**src/rtl/divider_arbiter.sv**
```systemverilog
// Shares one sequential divider between NUM_REQ requesters.
// Round-robin grant, divide-by-zero trap and hung-divider watchdog.
module divider_arbiter #(
    parameter int NUM_REQ        = 2,
    parameter int DIVIDEND_WIDTH = 32,
    parameter int DIVISOR_WIDTH  = 32,
    parameter int TIMEOUT_CYCLES = 64
) (
    input  logic                              clk_in,
    input  logic                              rst_in,
    input  logic [NUM_REQ-1:0]                req_valid_in,
    output logic [NUM_REQ-1:0]                req_ready_out,
    input  logic [NUM_REQ*DIVIDEND_WIDTH-1:0] dividend_in,
    input  logic [NUM_REQ*DIVISOR_WIDTH-1:0]  divisor_in,
    output logic [NUM_REQ-1:0]                resp_valid_out,
    output logic [DIVIDEND_WIDTH-1:0]         quotient_out,
    output logic [DIVISOR_WIDTH-1:0]          remainder_out,
    output logic                              error_out,
    output logic [DIVIDEND_WIDTH-1:0]         div_dividend_out,
    output logic [DIVISOR_WIDTH-1:0]          div_divisor_out,
    output logic                              div_start_out,
    input  logic [DIVIDEND_WIDTH-1:0]         div_quotient_in,
    input  logic [DIVISOR_WIDTH-1:0]          div_remainder_in,
    input  logic                              div_valid_in,
    input  logic                              div_error_in,
    input  logic                              div_busy_in
);

    localparam int PW = (NUM_REQ > 1) ? $clog2(NUM_REQ) : 1;
    localparam int CW = $clog2(TIMEOUT_CYCLES) + 1;

    typedef enum logic [1:0] {IDLE, ISSUE, WAIT, RESPOND} state_t;

    state_t                    state_q, state_d;
    logic [PW-1:0]             ptr_q, ptr_d;
    logic [PW-1:0]             gnt_q, gnt_d;
    logic [CW-1:0]             cnt_q, cnt_d;
    logic [DIVIDEND_WIDTH-1:0] dvd_q, dvd_d;
    logic [DIVISOR_WIDTH-1:0]  dvs_q, dvs_d;
    logic [NUM_REQ-1:0]        resp_q, resp_d;
    logic [DIVIDEND_WIDTH-1:0] quo_q, quo_d;
    logic [DIVISOR_WIDTH-1:0]  rem_q, rem_d;
    logic                      err_q, err_d;

    logic [2*NUM_REQ-1:0]      dbl;
    logic [NUM_REQ-1:0]        rot;
    logic [PW-1:0]             off;
    logic [PW:0]               sum;
    logic [PW-1:0]             sel;
    logic                      found;
    logic [DIVIDEND_WIDTH-1:0] sel_dvd;
    logic [DIVISOR_WIDTH-1:0]  sel_dvs;
    logic                      start;

    // Rotate valids so the pointer position is bit 0, take the lowest set bit.
    always_comb begin
        dbl   = {req_valid_in, req_valid_in} >> ptr_q;
        rot   = dbl[NUM_REQ-1:0];
        found = 1'b0;
        off   = '0;
        for (int k = NUM_REQ - 1; k >= 0; k--) begin
            if (rot[k]) begin
                found = 1'b1;
                off   = PW'(k);
            end
        end
        sum = {1'b0, ptr_q} + {1'b0, off};
        if (sum >= (PW+1)'(NUM_REQ)) begin
            sum = sum - (PW+1)'(NUM_REQ);
        end
        sel     = sum[PW-1:0];
        sel_dvd = '0;
        sel_dvs = '0;
        for (int k = 0; k < NUM_REQ; k++) begin
            if (sel == PW'(k)) begin
                sel_dvd = dividend_in[k*DIVIDEND_WIDTH +: DIVIDEND_WIDTH];
                sel_dvs = divisor_in[k*DIVISOR_WIDTH +: DIVISOR_WIDTH];
            end
        end
    end

    always_comb begin
        state_d = state_q;
        ptr_d   = ptr_q;
        gnt_d   = gnt_q;
        cnt_d   = cnt_q;
        dvd_d   = dvd_q;
        dvs_d   = dvs_q;
        resp_d  = '0;
        quo_d   = quo_q;
        rem_d   = rem_q;
        err_d   = err_q;
        start   = 1'b0;
        unique case (state_q)
            IDLE: begin
                if (found) begin
                    gnt_d = sel;
                    dvd_d = sel_dvd;
                    dvs_d = sel_dvs;
                    if (sel_dvs == '0) begin
                        state_d = RESPOND;
                        resp_d  = NUM_REQ'(1) << sel;
                        quo_d   = '0;
                        rem_d   = '0;
                        err_d   = 1'b1;
                    end else begin
                        state_d = ISSUE;
                    end
                end
            end
            ISSUE: begin
                if (!div_busy_in) begin
                    start   = 1'b1;
                    cnt_d   = '0;
                    state_d = WAIT;
                end
            end
            WAIT: begin
                cnt_d = cnt_q + 1'b1;
                if (div_error_in) begin
                    state_d = RESPOND;
                    resp_d  = NUM_REQ'(1) << gnt_q;
                    quo_d   = '0;
                    rem_d   = '0;
                    err_d   = 1'b1;
                end else if (div_valid_in) begin
                    state_d = RESPOND;
                    resp_d  = NUM_REQ'(1) << gnt_q;
                    quo_d   = div_quotient_in;
                    rem_d   = div_remainder_in;
                    err_d   = 1'b0;
                end else if (cnt_q == CW'(TIMEOUT_CYCLES - 2)) begin
                    // Response lands TIMEOUT_CYCLES after the start pulse.
                    state_d = RESPOND;
                    resp_d  = NUM_REQ'(1) << gnt_q;
                    quo_d   = '0;
                    rem_d   = '0;
                    err_d   = 1'b1;
                end
            end
            RESPOND: begin
                ptr_d   = (gnt_q == PW'(NUM_REQ - 1)) ? '0 : gnt_q + 1'b1;
                cnt_d   = '0;
                state_d = IDLE;
            end
            default: state_d = IDLE;
        endcase
    end

    always_ff @(posedge clk_in or negedge rst_in) begin
        if (!rst_in) begin
            state_q <= IDLE;
            ptr_q   <= '0;
            gnt_q   <= '0;
            cnt_q   <= '0;
            dvd_q   <= '0;
            dvs_q   <= '0;
            resp_q  <= '0;
            quo_q   <= '0;
            rem_q   <= '0;
            err_q   <= 1'b0;
        end else begin
            state_q <= state_d;
            ptr_q   <= ptr_d;
            gnt_q   <= gnt_d;
            cnt_q   <= cnt_d;
            dvd_q   <= dvd_d;
            dvs_q   <= dvs_d;
            resp_q  <= resp_d;
            quo_q   <= quo_d;
            rem_q   <= rem_d;
            err_q   <= err_d;
        end
    end

    // Ready is combinational; gated so reset forces every output low at once.
    assign req_ready_out    = (found && state_q == IDLE && rst_in) ?
                              (NUM_REQ'(1) << sel) : '0;
    assign div_start_out    = start;
    assign div_dividend_out = dvd_q;
    assign div_divisor_out  = dvs_q;
    assign resp_valid_out   = resp_q;
    assign quotient_out     = quo_q;
    assign remainder_out    = rem_q;
    assign error_out        = err_q;

endmodule
```
**config.mk**
```make
export PLATFORM = sky130hd
export DESIGN_NAME = divider_arbiter
export DESIGN_NICKNAME = d
export VERILOG_FILES = /design/src/rtl/divider_arbiter.sv
export SDC_FILE = /design/constraint.sdc
export NUM_CORES = 1
export LEC_CHECK = 0
export ABC_AREA = 1
export CAP_MARGIN = 20
export CORE_MARGIN = 8
export CORE_UTILIZATION = 30
export CTS_BUF_LIST = sky130_fd_sc_hd__clkbuf_2
export CTS_CLUSTER_DIAMETER = 40
export CTS_CLUSTER_SIZE = 40
export DETAILED_ROUTE_END_ITERATION = 6
export GPL_TIMING_DRIVEN = 0
export PLACE_DENSITY_LB_ADDON = 0.05
export SLEW_MARGIN = 30
export SYNTH_ARGS = -nofsm -noshare
export SYNTH_HDL_FRONTEND = slang
export SYNTH_SLANG_ARGS = --single-unit
```
**constraint.sdc**
```tcl
create_clock -name clk_in -period 6.28 [get_ports clk_in]
set_input_delay 0.628 -clock clk_in [delete_from_list [all_inputs] [get_ports clk_in]]
set_output_delay 0.628 -clock clk_in [all_outputs]
set_load 0.01 [all_outputs]
```
==> impl_metrics.py <==
metrics = {
    "place": {
        "hpwl_um": 20810,
        "gp_congestion": 0.7661,
        "io_buffer_count": 332,
        "post_dp_cell_area_um2": 10950,
    },
    "die": {
        "die_x_um": 170.5,
        "io_pins": 333,
        "die_area_um2": 29080,
        "die_y_um": 170.5,
        "start_util": 0.3052,
        "fp-row-count": 56,
        "core_area_um2": 23470,
    },
    "clocking": {
        "cts_buffer_depth": 2,
        "clock_latency_ps": 680,
        "cts_resized": 0,
        "cts_max_level": 4,
        "clk_root_buffer_cell": "clkbuf_2",
        "numCtsBuffers": 17,
        "cts_sinks": 142,
        "cts.clk_slew.worst_paths_ps": 230,
        "cts_tree": "yes",
    },
    "power_and_ir_drop": {
        "peakVddDrop_uv": 182.4,
        "leakagePower_uw": 0.005478,
        "power_density_nw_per_um2": 397.3,
    },
    "outcome": {
        "status": "finished, final reports clean",
    },
    "synthesis": {
        "synthDominantCellAreaShare": 0.4960,
        "synth-seq-area-share": 0.4960,
        "synth_edf_count": 0,
        "synth.largest_area_cell": "dfrtp_1",
        "synth.area.top_cells": "dfrtp_1, nand2_1, nor2_1",
        "syn_nets": 1164,
        "syn-cell-area_um2": 7164,
        "syn_avg_cell_area_um2": 7.478,
        "yosys_register_bits": 142,
        "synthArstFlopShare": 1.000,
        "yosys_warnings": 0,
        "synth_cells": 958,
        "synth_top_flop_cell": "dfrtp_1",
        "ys_types": 26,
    },
    "sta": {
        "final.setup_skew_ps": 38.11,
        "period_minus_slack_ps": 4406,
        "max_clock_freq_ghz": 0.2270,
        "final_hold_viol_count": 0,
        "rsz0062_at_grt": "no",
        "drv_slew": 0,
        "timing.slew.headroom": 0.5670,
        "worst_slew_pin_slew_ps": 647.1,
        "setup_viol": 0,
        "holdWs_ps": 348.4,
        "fin_crit_sh": 0.7015,
    },
    "hold_path": {
        "min_path_type": "primary input to async pin",
    },
    "setup_path": {
        "crit_path_max_fanout": 10,
        "path_class": "register to primary output",
        "end_kind": "primary output",
        "required_ps": 5650,
        "regToRegSetupSlack_ps": 3470,
        "critPathArrivalTime_ps": 3780,
        "startpoint_type": "register",
    },
    "detailed_routing": {
        "wl_um": 27080,
        "drc": 0,
        "via_count": 7278,
        "ant_nets": 0,
        "first_pass_iters": 5,
        "avgRoutedWirePerCell_um": 16.47,
        "initialDrtViolationCount": 378,
        "viasPerCell": 4.427,
    },
    "global_routing": {
        "track_usage": 0.1830,
        "gr-total-overflow": 0,
        "grt_max_degree": 64,
        "grt_pass1_wl_um": 41300,
        "grt_pass1_vias": 7255,
        "antenna_found_initial": 1,
    },
    "final_layout": {
        "area_growth_pct": 57.51,
        "drive_gt1_frac": 0.04607,
        "design_area_um2": 11280,
        "layout_commonest_cell": "clkdlybuf4s50_1",
        "final_util": 0.4808,
        "layout_common_cells": "clkdlybuf4s50_1, nand2_1, dfrtp_1",
        "fin_nets": 1518,
    },
    "run": {
        "cap_violations": 0,
    },
}
==> power breakdown <==
part	internal [uW]	switching, uW
sequential	1240	175
combinational	1050	1320
clock	341	362
total	2630	1860
==> cell usage after synthesis (7+ instances only) <==
cell and n:
nor2_1 114, clkbuf_1 31, a21oi_1 65, nand3_1 70, nand2_1 300, nor3_1 16
buf_4 9, ha_1 7, buf_2 8, dfrtp_1 142, buf_6 8, inv_1 105
o21ai_0 36, nand3b_1 27
==> metrics by stage <==
step,total power [uW],setup TNS (ps),setup WS (ps),std cells
after floorplan,2591,0,3818,958
after global placement,3832,-259150,-1956,1609
after detailed placement,3837,0,2186,1611
after CTS,4560,0,1716,1643
after global routing,4844,0,1481,1644
final,4483,0,1874,1644
==> worst max-delay path: stages (launching register included) <==
cell,delay [ps]
dfrtp_1,470
inv_1,110
ha_1,280
inv_1,60
nor2_1,510
clkinv_1,430
clkbuf_1,340
nor2_1,150
inv_1,90
nor2_1,90
clkdlybuf4s50_1,590
==> routing by layer <==
| layer | global-route usage | part of all wire | vias to the layer above |
|---|---|---|---|
| li1 | - | - | 3685 |
| met1 | 0.2202 | 0.42 | 3335 |
| met2 | 0.3011 | 0.47 | 247 |
| met3 | 0.08159 | 0.11 | 11 |
| met4 | 0.03242 | 0.0084 | 0 |
| met5 | 0 | 0 | - |
==> sequential cells by signal, indices dropped and copies added, names as in the netlist <==
signal            count
error_out             1
remainder_out        32
gnt_q                 1
div_dividend_out     32
ptr_q                 1
cnt_q                 7
resp_valid_out        2
state_q               2
div_divisor_out      32
quotient_out         32
==> timing repair <==
item / 4_1_cts / 5_1_grt
hold buffers: 1 / 0
endpoints found under the hold margin: 36 / 0
setup endpoints to repair: 0 / 0
buffers inserted: 0 / 0
==> logic make-up (layout without fill, tap and decap cells) <==
logic type | after synthesis | after routing | share of synthesized area
xor gates and xnor gates | 2 | 2 | 0.002445
other | 0 | 1 | 0
and+or+nand+nor | 532 | 532 | 0.3098
buffers and inverters | 165 | 531 | 0.1009
adders and majority gates | 7 | 7 | 0.01222
AOI/OAI and AO/OA | 110 | 110 | 0.07859
DFF | 142 | 142 | 0.4960
==> cell type report <==
| type | instances | area, um^2 |
|---|---|---|
| clock buffers | 17 | 85.08 |
| fillers | 2426 | 12190 |
| clock inverters | 14 | 240.2 |
| inverters | 106 | 397.9 |
| flip-flops and latches | 142 | 3553 |
| multi-input cells | 651 | 2888 |
| well taps | 319 | 399.1 |
| plain buffers | 59 | 325.3 |
| diodes | 1 | 2.502 |
| repair buffers | 335 | 3393 |
==> worst paths after layout <==
check / end / depth (start not counted) / start
setup / recovery: req_ready_out[1] / 10 / state_q[1]
hold / removal: remainder_out[12] / 2 / rst_in
setup reg to reg: div_divisor_out[8] / 9 / state_q[1]
hold reg to reg: remainder_out[15] / 2 / remainder_out[15]
max in group asynchronous: div_dividend_out[28] / 4 / rst_in
min in group clk_in: div_dividend_out[15] / 3 / dividend_in[47]
(Power assumes the default switching activity.)
